[src/rtl/mio_bus_ctrl.sv]
// mio_bus_ctrl
//   Memory/IO bus controller between the multicycle CPU memory port and the
//   system's block RAM, LED/switch GPIO and a down-counting timer. A request
//   taken in IDLE is latched, decoded by addr[31:28], given its wait states
//   in ACCESS and completed with a one-cycle mio_ready pulse in DONE.
//
// Parameters
//   RAM_WAIT  extra ACCESS cycles for RAM transactions (1..15)
//   AW        RAM word-address width
//
// Ports
//   clk        system clock, rising edge
//   reset      asynchronous active-low reset
//   cpu_req    access request from CPU (CPU_MIO)
//   mem_w      1 = write, 0 = read, sampled with cpu_req
//   addr       byte address from CPU
//   cpu_wdata  write data from CPU
//   cpu_rdata  registered read data to CPU (held until the next read)
//   mio_ready  one-cycle completion pulse
//   ram_addr   RAM word address (latched addr[AW+1:2])
//   ram_we     RAM write strobe, one cycle per RAM write
//   ram_wdata  latched write data
//   ram_rdata  synchronous RAM read data, valid one cycle after ram_addr
//   sw_in      switch inputs
//   led_out    LED register
//   timer_irq  one-cycle pulse after the timer decrements from 1 to 0
module mio_bus_ctrl #(
    parameter int unsigned RAM_WAIT = 1,
    parameter int unsigned AW       = 10
) (
    input  logic          clk,
    input  logic          reset,
    input  logic          cpu_req,
    input  logic          mem_w,
    input  logic [31:0]   addr,
    input  logic [31:0]   cpu_wdata,
    output logic [31:0]   cpu_rdata,
    output logic          mio_ready,
    output logic [AW-1:0] ram_addr,
    output logic          ram_we,
    output logic [31:0]   ram_wdata,
    input  logic [31:0]   ram_rdata,
    input  logic [15:0]   sw_in,
    output logic [31:0]   led_out,
    output logic          timer_irq
);

    typedef enum logic [1:0] {IDLE, ACCESS, DONE} state_t;
    typedef enum logic [1:0] {REG_RAM, REG_GPIO, REG_TIMER, REG_NONE} region_t;

    state_t      state;
    region_t     region;
    region_t     req_region;
    logic        w_q;
    logic        first;
    logic [3:0]  wait_cnt;
    logic [31:0] timer_cnt;
    logic        timer_wr;
    logic [31:0] rd_mux;
    logic        unused_addr_bits;

    // Region select only looks at the top nibble; the rest of the address
    // matters only for the RAM word address.
    assign unused_addr_bits = ^{addr[27:AW+2], addr[1:0]};

    always_comb begin
        case (addr[31:28])
            4'h0:    req_region = REG_RAM;
            4'hE:    req_region = REG_GPIO;
            4'hF:    req_region = REG_TIMER;
            default: req_region = REG_NONE;
        endcase
    end

    always_comb begin
        case (region)
            REG_RAM:   rd_mux = ram_rdata;
            REG_GPIO:  rd_mux = {16'h0000, sw_in};
            REG_TIMER: rd_mux = timer_cnt;
            default:   rd_mux = '0;
        endcase
    end

    // Timer loads at the end of the first ACCESS cycle of a timer write;
    // ram_wdata doubles as the latched write data for every region.
    assign timer_wr = (state == ACCESS) && first && w_q && (region == REG_TIMER);

    always_ff @(posedge clk or negedge reset) begin
        if (!reset) begin
            state     <= IDLE;
            region    <= REG_NONE;
            w_q       <= 1'b0;
            first     <= 1'b0;
            wait_cnt  <= '0;
            cpu_rdata <= '0;
            mio_ready <= 1'b0;
            ram_addr  <= '0;
            ram_we    <= 1'b0;
            ram_wdata <= '0;
            led_out   <= '0;
        end else begin
            ram_we    <= 1'b0;
            mio_ready <= 1'b0;
            case (state)
                IDLE: begin
                    if (cpu_req) begin
                        ram_addr  <= addr[AW+1:2];
                        ram_wdata <= cpu_wdata;
                        w_q       <= mem_w;
                        region    <= req_region;
                        wait_cnt  <= (req_region == REG_RAM) ? 4'(RAM_WAIT) : 4'd0;
                        // Strobe is registered so it lines up with the first ACCESS cycle.
                        ram_we    <= mem_w && (req_region == REG_RAM);
                        first     <= 1'b1;
                        state     <= ACCESS;
                    end
                end
                ACCESS: begin
                    first <= 1'b0;
                    if (first && w_q && (region == REG_GPIO)) begin
                        led_out <= ram_wdata;
                    end
                    if (wait_cnt == 4'd0) begin
                        if (!w_q) begin
                            cpu_rdata <= rd_mux;
                        end
                        mio_ready <= 1'b1;
                        state     <= DONE;
                    end else begin
                        wait_cnt <= wait_cnt - 4'd1;
                    end
                end
                DONE: begin
                    state <= IDLE;
                end
                default: begin
                    state <= IDLE;
                end
            endcase
        end
    end

    // A CPU load wins over the decrement; only a decrement from 1 fires the irq.
    always_ff @(posedge clk or negedge reset) begin
        if (!reset) begin
            timer_cnt <= '0;
            timer_irq <= 1'b0;
        end else begin
            timer_irq <= 1'b0;
            if (timer_wr) begin
                timer_cnt <= ram_wdata;
            end else if (timer_cnt != 32'd0) begin
                timer_cnt <= timer_cnt - 32'd1;
                if (timer_cnt == 32'd1) begin
                    timer_irq <= 1'b1;
                end
            end
        end
    end

endmodule

[config.mk]
export PLATFORM = sky130hd
export DESIGN_NAME = mio_bus_ctrl
export DESIGN_NICKNAME = d
export VERILOG_FILES = /design/src/rtl/mio_bus_ctrl.sv
export SDC_FILE = /design/constraint.sdc
export NUM_CORES = 1
export LEC_CHECK = 0
export ABC_AREA = 1
export ABC_CLOCK_PERIOD_IN_PS = 2100
export CORE_ASPECT_RATIO = 0.9
export CORE_MARGIN = 2
export CORE_UTILIZATION = 47
export DETAILED_ROUTE_END_ITERATION = 7
export PLACE_DENSITY = 0.8
export SLEW_MARGIN = 20
export SYNTH_ARGS = -nofsm -noshare
export SYNTH_HDL_FRONTEND = slang
export SYNTH_SLANG_ARGS = --single-unit
[constraint.sdc]
create_clock -name clk -period 2.1 [get_ports clk]
set_input_delay 0.315 -clock clk [delete_from_list [all_inputs] [get_ports clk]]
set_output_delay 0.315 -clock clk [all_outputs]
set_load 0.005 [all_outputs]
# ---- Word level (Yosys, flattened, before mapping)
# Cells that the tools add are included.
# W data, S select, Z words.
dict set report totals {
  inputBits 116
  output_inout_bits 109
  word_cells 65
  ff_bits 151
}
dict set report op_classes {
  mux 20
  n_addsub 2
  n_eq_ne 9
  n_bitwise 1
  reduce_logical 20
}
# cell n
set op_table {}
lappend op_table {{$pmux W32 S3} 1}
lappend op_table {{$mux W32} 2}
lappend op_table {{$eq A32 B1 Y1 const B} 1}
lappend op_table {{$reduce_bool A32 Y1} 1}
lappend op_table {{$sub A32 B1 Y32 const B} 1}
lappend op_table {{$mux W1} 9}
lappend op_table {{$eq A4 B4 Y1 const B} 2}
lappend op_table {{$logic_not A4 Y1} 2}
lappend op_table {{$mux W4} 2}
lappend op_table {{$pmux W4 S2} 1}
lappend op_table {{$reduce_and A2 Y1} 4}
lappend op_table {{$logic_and A1 B1 Y1} 6}
lappend op_table {{$logic_not A2 Y1} 3}
lappend op_table {{$pmux W2 S3} 1}
lappend op_table {{$reduce_and A3 Y1} 2}
lappend op_table {{$eq A2 B1 Y1 const B} 2}
lappend op_table {{$mux W2} 2}
lappend op_table {{$ne A2 B2 Y1 const B} 2}
lappend op_table {{$pmux W2 S2} 1}
lappend op_table {{$reduce_bool A2 Y1} 2}
lappend op_table {{$sub A4 B1 Y4 const B} 1}
lappend op_table {{$eq A2 B2 Y1 const B} 1}
lappend op_table {{$ne A2 B1 Y1 const B} 1}
lappend op_table {{$pmux W1 S2} 1}
lappend op_table {{$not A1 Y1} 1}

# ---- Logic depth before layout (Yosys ltp)
dict set report depth {
  word_depth 6
  ltp_mapped 10
  mapped_depth_nobuf 10
}

# ---- Worst setup path before layout
# OpenSTA, ideal clock, no wires.
dict set report synth_path {
  kind {register -> register}
  start {register timer_cnt[0]}
  end {register timer_cnt[30]}
  n_path_buf 0
  required_ps 1987
  setup_slack_ps 572
  arrival_ps 1415
  setup_ps 113
  path_stages_with_launch 10
  period_less_slack_ps 1528
  cell_sequence {dfrtp_1 inv_1 ha_1 inv_1 nor2_1 nand2_1 o21ai_0 nand3_1 nand2_1 inv_1}
}
dict set report synth_via {
  elab_chain_len 3
  elab_cells_between_ends 5
  cone_classes {1 x add/sub; 2 x mux; 2 x reduce/logical}
}
# element line
set synth_lines {}
lappend synth_lines {{from (decl)} 57} ;# logic [31:0] timer_cnt;
lappend synth_lines {{from (signal assigned)} 151} ;# timer_cnt <= ram_wdata;
lappend synth_lines {{from (signal assigned)} 153} ;# timer_cnt <= timer_cnt - 32'd1;
lappend synth_lines {{$sub A32 B1 Y32} 153}
lappend synth_lines {{$mux W32} 152} ;# end else if (timer_cnt != 32'd0) begin
lappend synth_lines {{$mux W32} 150} ;# if (timer_wr) begin
# Parallel ways exist; a longest one is shown, timed or not. The select of a mux whose other input is x is not followed.
# A chain may end at the register's enable or synchronous reset.

# ---- Worst setup path after layout
dict set report layout_path {
  start {register timer_cnt[0]}
  end {register timer_cnt[11]}
}
# Same word-level chain as after synthesis.

==> summary.txt <==
Placed design
  • Pre-CTS setup slack: 0.225 ns
  • Placer Congestion: 0.918
  • Placed instance count: 1326
  • IO Port Bufs: 206
  • DP Area: 9600 um^2
  • HPWL after DPL: 15.1 mm

Run
  • Max-Cap Viols: 0

Timing
  • Least-Margin Pin Slew: 0.974 ns
  • Final setup TNS: 0 ns
  • Worst Skew: 0.00823 ns
  • Fin. Hold Viols: 0
  • Worst slew margin relative to its limit: 35.0%
  • Final min period: 1.91 ns
  • Fin crit share: 90.9%
  • Final setup viols: 0
  • RSZ-0062 raised after global routing: no
  • Pins Over Slew Limit: 0
  • Setup WS post-layout: 0.191 ns
  • Fmax: 524 MHz

Global route
  • First-pass GRT wire length: 33.4 mm
  • Pin count of the biggest net entering global routing: 76
  • Initial antenna violation count: 0
  • Total global-route track usage: 26.0%
  • GRT Residual Overflow: 0
  • Vias in the first global route: 6497

Yosys
  • Synth async-reset ratio: 100%
  • Mean post-synth cell area: 7.80 um^2
  • Synth cell types: 36
  • Cells after Synth: 935
  • Sequential-to-total area share from yosys stat: 51.9%
  • Adder-Cell Fraction of Synth Area: 0.687%
  • Ys Warns: 0
  • Mapped Area: 7290 um^2
  • Seq cells post-synth: 151
  • Post-synthesis compound-gate area fraction: 11.4%
  • Most common cell in the netlist: nand2_1
  • EDFF count, synth: 0
  • Yosys top cell by area: dfrtp_1
  • Post-Synth Simple-Gate Area: 27.3%
  • Multiplexer share of the synthesized area: 0%
  • Main synth FF type: dfrtp_1
  • Synth Area in XOR/XNOR: 0.721%
  • Main combinational cell family by area after synthesis: simple AND/OR/NAND/NOR gates
  • Synth top cells by count: nand2_1, dfrtp_1, nor2_1, o21ai_0, inv_1
  • Post-Syn Nets: 1055
  • Synth area leaders: dfrtp_1, nand2_1, o21ai_0
  • Synth top area share: 51.2%

Pwr
  • Sw Share: 38.3%
  • VDD IR-drop max: 0.958 mV
  • P per Cell Area: 1490 nW/um^2
  • Clk pwr share: 20.0%
  • Pleak: 4.73 nW
  • Final Power: 15.2 mW
  • Combinational group share of total power: 43.6%
  • Total internal power: 9.36 mW
  • P_sw: 5.81 mW
  • Seq pwr share: 36.4%

CTS
  • CTS tree: done
  • Clock sinks: 151
  • Worst-skew pair later-pin latency: 0.42 ns
  • Bufs on Longest Clock Path: 2
  • H-tree depth: 4
  • Clock slew at reported path FFs: 0.06 ns
  • Root buf cell: clkbuf_16
  • PostCTS Resize Cnt: 0
  • Total CTS buffers: 17

Route
  • DR WL/cell: 15.1 um
  • Vias: 6728
  • Routed Wire Length: 20.5 mm
  • Vias per inst: 4.95
  • Detail Route Antenna Nets: 0
  • Initial drt markers: 469
  • Residual DRC: 0
  • Pre-antenna DRT Iters: 5

Critical path
  • Worst path required time: 2.45 ns
  • CP Max Fanout: 11
  • WS Path Type: register to register
  • Worst EP arrival: 2.26 ns
  • CP startpoint kind: register
  • Crit. End Element: register

Floorplanning
  • Die area: 16500 um^2
  • Row cnt: 43
  • Die Y: 122 um
  • Die X-Extent: 135 um
  • Core Region: 15300 um^2
  • Initial Utilization: 47.7%
  • Io pins: 225

Finish
  • Storage cell area: 3780 um^2
  • Area delta synth->final: 39.9%
  • Fin area: 10200 um^2
  • Fill cell count: 1326
  • Nets: 1264
  • Antenna diodes: 0
  • Post-Layout Cell Count: 1358
  • Share of cells above drive strength 1: 7.01%
  • Multi-input logic area: 2930 um^2

Outcome
  • Outcome: completed

Min path
  • Worst hold path type: input pin to asynchronous set/reset pin
metal layers:
layer / GRT usage, % / part of all wire [%] / up-vias
li1: - / - / 3364
met4: 7.42 / 1.7 / 0
met3: 7.37 / 9.0 / 24
met1: 37.3 / 46 / 3088
met5: 0 / 0 / -
met2: 38.7 / 43 / 252
cells in the final DEF (no fill, tap or decap), types with 16 or more instances in the layout:
cell type        Yosys  final
nand2_1            278    278
clkdlybuf4s50_1      0    205
dfrtp_1            149    149
nor2_1             127    127
o21ai_0            102    102
inv_1               98     98
nand3_1             34     34
a21oi_1             24     24
clkbuf_16            0     17
buf_4                2     17
a31oi_1             16     16
kinds of logic after synthesis:
kind of cell               count (synthesis)
DFF                                      151
adders and majority gates                  4
buffers and inverters                    141
and+or+nand+nor                          473
xor gates and xnor gates                   6
AOI/OAI and AO/OA                        160
through the flow:
step	util (%)	hold slack [ns]
global route	66.7	0.419
global placement	62.8	0.295
detailed placement	62.8	0.301
finish	66.7	0.405
CTS	66.7	0.418
floorplan	-	0.0194
sequential cells by signal, summed over array words and instances (netlist names), 2 cells and up:
signal     cells
wait_cnt       4
ram_addr      10
state          2
led_out       32
cpu_rdata     32
ram_wdata     32
region         2
timer_cnt     32
critical path: stages, from the launching register on:
cell and delay [ns]:
dfrtp_1 0.38, inv_1 0.10, ha_1 0.25, nand2_2 0.11, clkinv_1 0.21, nand3_4 0.17
inv_1 0.04, nand2_1 0.31, o21ai_0 0.15, nor2_1 0.13
power by group through the flow:
stage               clock network (mW)  registers, mW  logic [mW]
floorplan                            0           5.35        3.25
detailed placement                   0           5.52        6.60
global route                      3.22           5.70        7.47
CTS                               3.09           5.51        6.67
finish                            3.03           5.52        6.62
global placement                     0           5.49        6.44
area by class of cell:
cell class,count,area share [%]
clock inverter,12,1.39
timing repair buffer,227,22.2
sequential,151,37.1
clock buffer,19,4.34
multi-input combinational,643,28.7
tap,202,2.48
inverter,104,3.84
repair_timing:
item	in CTS	in global routing
hold buffers	1	0
endpoints found under the hold margin	51	0
setup buffers	0	0
final timing paths:
check | start | end | slack, ns | cells past startpoint
worst max-delay path | timer_cnt[0]$_DFFE_PN0P_ | timer_cnt[11]$_DFFE_PN0P_ | 0.19 | 9
worst min-delay path | reset | ram_addr[2]$_DFFE_PN0P_ | 0.41 | 2
worst max register to register | timer_cnt[0]$_DFFE_PN0P_ | timer_cnt[11]$_DFFE_PN0P_ | 0.19 | 9
worst min register to register | ram_addr[2]$_DFFE_PN0P_ | ram_addr[2]$_DFFE_PN0P_ | 0.48 | 2
max in group asynchronous | reset | region[1]$_DFFE_PN1P_ | 0.98 | 3
min in group clk | addr[11] | ram_addr[9]$_DFFE_PN0P_ | 0.43 | 3
Note: power is estimated with default switching activity, not from simulation.
